--- config.mk ---
export PLATFORM = sky130hd
export DESIGN_NAME = program_counter
export DESIGN_NICKNAME = d
export VERILOG_FILES = /design/src/rtl/cpu_pkg.sv /design/src/rtl/pc_incr.sv /design/src/rtl/program_counter.sv
export SDC_FILE = /design/constraint.sdc
export NUM_CORES = 1
export LEC_CHECK = 0
export CAP_MARGIN = 20
export CORE_UTILIZATION = 33
export DETAILED_ROUTE_END_ITERATION = 16
export GPL_TIMING_DRIVEN = 0
export MAX_ROUTING_LAYER = met4
export PLACE_DENSITY = 0.66
export SLEW_MARGIN = 0
export SYNTH_ARGS = -nofsm -noshare
export SYNTH_HDL_FRONTEND = slang
export SYNTH_SLANG_ARGS = --single-unit
--- constraint.sdc ---
create_clock -name clk -period 2.2 [get_ports clk]
set_input_delay 0.55 -clock clk [delete_from_list [all_inputs] [get_ports clk]]
set_output_delay 0.55 -clock clk [all_outputs]
set_load 0.005 [all_outputs]
--- src/rtl/cpu_pkg.sv ---
// Shared CPU-wide constants and types.
// Address width, reset vector and fetch step for the fetch path.
package cpu_pkg;

  localparam int ADDR_W = 32;
  localparam logic [ADDR_W-1:0] RESET_VECTOR = 32'h0000_0000;
  localparam int unsigned INST_STEP = 4;

  typedef logic [ADDR_W-1:0] addr_t;

endpackage

--- src/rtl/pc_incr.sv ---
// Combinational fetch-address incrementer (pc + STEP).
// Shared with the branch-target logic.
module pc_incr #(
  parameter int          WIDTH = cpu_pkg::ADDR_W,
  parameter int unsigned STEP  = cpu_pkg::INST_STEP
) (
  input  logic [WIDTH-1:0] a_i,
  output logic [WIDTH-1:0] y_o
);

  // Wraps modulo 2**WIDTH at the top of the address space.
  assign y_o = a_i + WIDTH'(STEP);

endmodule

--- src/rtl/program_counter.sv ---
// Free-running sequential fetch program counter.
// Drives the instruction ROM address and chip enable.
module program_counter #(
  parameter int               WIDTH        = cpu_pkg::ADDR_W,
  parameter logic [WIDTH-1:0] RESET_VECTOR = WIDTH'(cpu_pkg::RESET_VECTOR),
  parameter int unsigned      STEP         = cpu_pkg::INST_STEP
) (
  input  logic             clk,
  input  logic             rst,
  output logic [WIDTH-1:0] pc,
  output logic             inst_ce
);

  if (STEP == 0) begin : g_bad_step
    $fatal(1, "program_counter: STEP must be nonzero");
  end

  logic [WIDTH-1:0] pc_q;
  logic [WIDTH-1:0] pc_d;
  logic [WIDTH-1:0] pc_inc;
  logic             ce_q;

  pc_incr #(
    .WIDTH (WIDTH),
    .STEP  (STEP)
  ) u_incr (
    .a_i (pc_q),
    .y_o (pc_inc)
  );

  // First enabled cycle fetches the reset vector itself.
  always_comb begin
    pc_d = RESET_VECTOR;
    if (ce_q) pc_d = pc_inc;
  end

  always_ff @(posedge clk or negedge rst) begin
    if (!rst) begin
      pc_q <= RESET_VECTOR;
      ce_q <= 1'b0;
    end else begin
      pc_q <= pc_d;
      ce_q <= 1'b1;
    end
  end

  assign pc      = pc_q;
  assign inst_ce = ce_q;

endmodule

==> metrics.cfg <==
[worst_setup_path]
endpoint=pc[31]
startpoint_of_the_lowest_slack_register_to_register_path=pc[4]
worst-r2r-setup-slack_ns=0.11
worst_ep_required_time_ns=2.40
critPathArrivalTime_ns=2.29
regToRegEndpoint=pc[31]
ff2ff_path_depth=5
start_kind=register
crit_path_end_kind=register
worstPathMaxFanout=10
launching_element_of_the_worst_setup_path=pc[4]
critPathKind=register to register

[timing]
timing.fmax_mhz=479
max_slew.worst_pin.slew_ns=0.688
unrepaired_setup_endpoints_after_global_routing=false
post_route_minimum_period_ns=2.09
finalHoldWorstSlack_ns=0.306
slew_headroom_pct=54.2
timing.final.hold_violations=0
setup_slack_ns=0.111
final_setup_violation_count=0
drv_slew=0
fin_worst_skew_ns=0.00429
final.period_utilization_pct=95.0

[die]
die_area_sq_um=4930
pin_count=35
floorplan.rows=24
die-height_um=70.2
initial_utilization_pct=34.8
placeableCoreArea_sq_um=4410
die-width_um=70.2

[final_layout]
syn2layout_area_growth_pct=33.6
finish.net_count=204
most_frequent_standard_cell_in_the_layout_excluding_fill_and_tap_cells=sky130_fd_sc_hd__clkdlybuf4s50_1
final_core_utilization_pct=46.5
layout.filler_cells=426
insertedDiodeCount=0
leading_cell_types_in_the_layout_fill_and_taps_excluded=31 x sky130_fd_sc_hd__clkdlybuf4s50_1, 30 x sky130_fd_sc_hd__dfrtp_1, 16 x sky130_fd_sc_hd__a21oi_1
post_route_cells_drive_above_1_share_pct=9.90

[power]
power.combinational.fraction_pct=4.4
p_leak_nw=0.745
vdd_drop_max_v=0.000286
pwr_total_w=0.00113
p_seq_share_pct=51.7
sw_frac_of_total_pct=22.2
p_int_w=0.000882
switchingPower_w=0.000251
power_frac_clock_pct=44.0
power-per-cell-area_nw_per_um2=552

[job]
max_cap_viol_count=0

[global_routing]
antenna_found_initial=0
globalRouteOverflowTotal=0
vias_in_the_first_global_route=1239
grt_max_degree=32
grt_first_pass_wirelength_mm=5.82
globalRouteTotalUtil_pct=15.7

[logic_synthesis]
avgSynthCellArea_sq_um=9.60
synth_cell_types=33
synth.yosys.seq_area_share_pct=50.5
synthesis.instances=160
synthesis.area_sq_um=1540
ys_warn_count=0
postSynthRegisterBits=31

[clock_network]
clkTransAtPathRegs_ns=0.06
numCtsBuffers=5
clock-sinks=31
number_of_hold_buffers_added_after_cts=0
tritoncts=yes
clock_latency_reported_for_the_late_side_of_the_worst_skew_pair_ns=0.28
ctsLongestPathBuffers=2
ctsRootBufferMaster=sky130_fd_sc_hd__clkbuf_8
ctsHtreeMaxLevel=2

[place]
dp.final_hpwl_mm=2.25
placer_s_final_routability_congestion_estimate=0.794
numPortBuffers=32
preCtsSetupSlack_ns=-0.0286

[drt]
dr.first_iter.drc_count=123
ant_nets=0
drcViolationCount=0
route.detailed.vias_per_inst=5.20
detailedRoute.firstPassIterationCount=4
dr_total_vias=1322
totalWireLength_mm=3.44
route.detailed.wl_per_inst_um=13.5

[min_path]
min_path_type=input pin to async pin

[status]
run_status=finished clean

[sequential cells by signal, summed over array words and instances (netlist names)]
register	count
pc	30
inst_ce	1
[cell families after synthesis]
group | after synthesis | synth area share (%)
XOR/XNOR | 10 | 5.70
flip-flops | 31 | 50.5
other | 2 | 0.489
AND/OR/NAND/NOR | 66 | 24.8
adder cells (fa/ha/maj) | 1 | 0.814
AO/OA/AOI/OAI | 34 | 12.8
multiplexers | 1 | 0.651
buffers and inverters | 15 | 4.32
[through the flow]
stage | instances | setup TNS, ns | instance area (sq um)
final | 254 | 0 | 2050
after global routing | 254 | 0 | 2050
after CTS | 253 | 0 | 2030
after detailed placement | 245 | -0.0293 | 1920
after global placement | 245 | -1.99 | 1930
after floorplan | 161 | 0 | 1540
[synthesized netlist by cell type]
cell type                  instances  area [sq um]
sky130_fd_sc_hd__nand2b_1          2          12.5
sky130_fd_sc_hd__o311ai_0          1          8.76
sky130_fd_sc_hd__conb_1            2          7.51
sky130_fd_sc_hd__and2_1            1          6.26
sky130_fd_sc_hd__buf_4             2          15.0
sky130_fd_sc_hd__and4_1            1          8.76
sky130_fd_sc_hd__xnor2_1           9          78.8
sky130_fd_sc_hd__o41ai_1           2          17.5
sky130_fd_sc_hd__nand3b_1          1          7.51
sky130_fd_sc_hd__mux2i_1           1          10.0
sky130_fd_sc_hd__nand3_2           1          10.0
sky130_fd_sc_hd__nor2_1           12          45.0
sky130_fd_sc_hd__nor3_1            1          5.00
sky130_fd_sc_hd__xor2_1            1          8.76
sky130_fd_sc_hd__dfrtp_1          31           776
sky130_fd_sc_hd__clkinv_1          1          3.75
sky130_fd_sc_hd__clkbuf_1          3          11.3
sky130_fd_sc_hd__nand4_1           5          31.3
sky130_fd_sc_hd__buf_2             2          10.0
sky130_fd_sc_hd__or4b_1            1          10.0
sky130_fd_sc_hd__a21oi_1          16          80.1
sky130_fd_sc_hd__inv_1             7          26.3
sky130_fd_sc_hd__o31ai_1           6          45.0
sky130_fd_sc_hd__or4_1             6          45.0
sky130_fd_sc_hd__nand4_2           1          12.5
sky130_fd_sc_hd__ha_1              1          12.5
sky130_fd_sc_hd__or4_4             1          11.3
sky130_fd_sc_hd__nand3_1           7          35.0
sky130_fd_sc_hd__or2_2             1          6.26
sky130_fd_sc_hd__nand2_1           9          33.8
sky130_fd_sc_hd__nor4_1            5          31.3
sky130_fd_sc_hd__o21ai_0           9          45.0
sky130_fd_sc_hd__or3_1            11          68.8
[critical path, cell delays in order (launching register included)]
cell and delay (ns):
sky130_fd_sc_hd__dfrtp_1 0.46, sky130_fd_sc_hd__nand4_1 0.29, sky130_fd_sc_hd__or4_4 0.52, sky130_fd_sc_hd__buf_2 0.20
sky130_fd_sc_hd__nor4_1 0.29, sky130_fd_sc_hd__mux2i_1 0.24
[cell type report]
| cell class | count | area [sq um] | share of cell area [%] |
|---|---|---|---|
| Sequential cell | 31 | 777 | 37.8 |
| Buffer | 7 | 36.3 | 1.77 |
| Clock buffer | 8 | 100 | 4.88 |
| Timing Repair Buffer | 33 | 323 | 15.7 |
| Multi-Input combinational cell | 115 | 722 | 35.2 |
| Tap cell | 52 | 65.1 | 3.17 |
| Inverter | 8 | 30.0 | 1.46 |
[what timing repair did]
action,CTS,global route
gates resized for setup,2,3
setup buffers,0,1
setup endpoints to repair,2,3
[power groups by stage]
stage	combinational [W]	clock [W]	sequential, W
global route	0.0000565	0.000545	0.000586
finish	0.0000497	0.000498	0.000586
floorplan	0.0000166	0	0.000593
global placement	0.0000457	0	0.000594
detailed placement	0.0000441	0	0.000594
CTS	0.0000450	0.000514	0.000584
[how the worst min path moves through the flow]
stage,cells past startpoint,endpoint,slack (ns)
2_1_floorplan,0,inst_ce,0.25
3_3_place_gp,1,pc[2],0.52
3_5_place_dp,1,pc[2],0.51
4_1_cts,1,pc[21],0.33
5_1_grt,1,pc[20],0.36
6_report,1,pc[27],0.31
[layer usage]
metal,track usage (%),vias up,wire length [um]
li1,-,667,-
met1,20.4,624,1740
met2,21.5,26,1500
met3,4.91,5,142
met4,8.67,0,51
met5,-,-,0
Power figures use the tool's default switching activity.
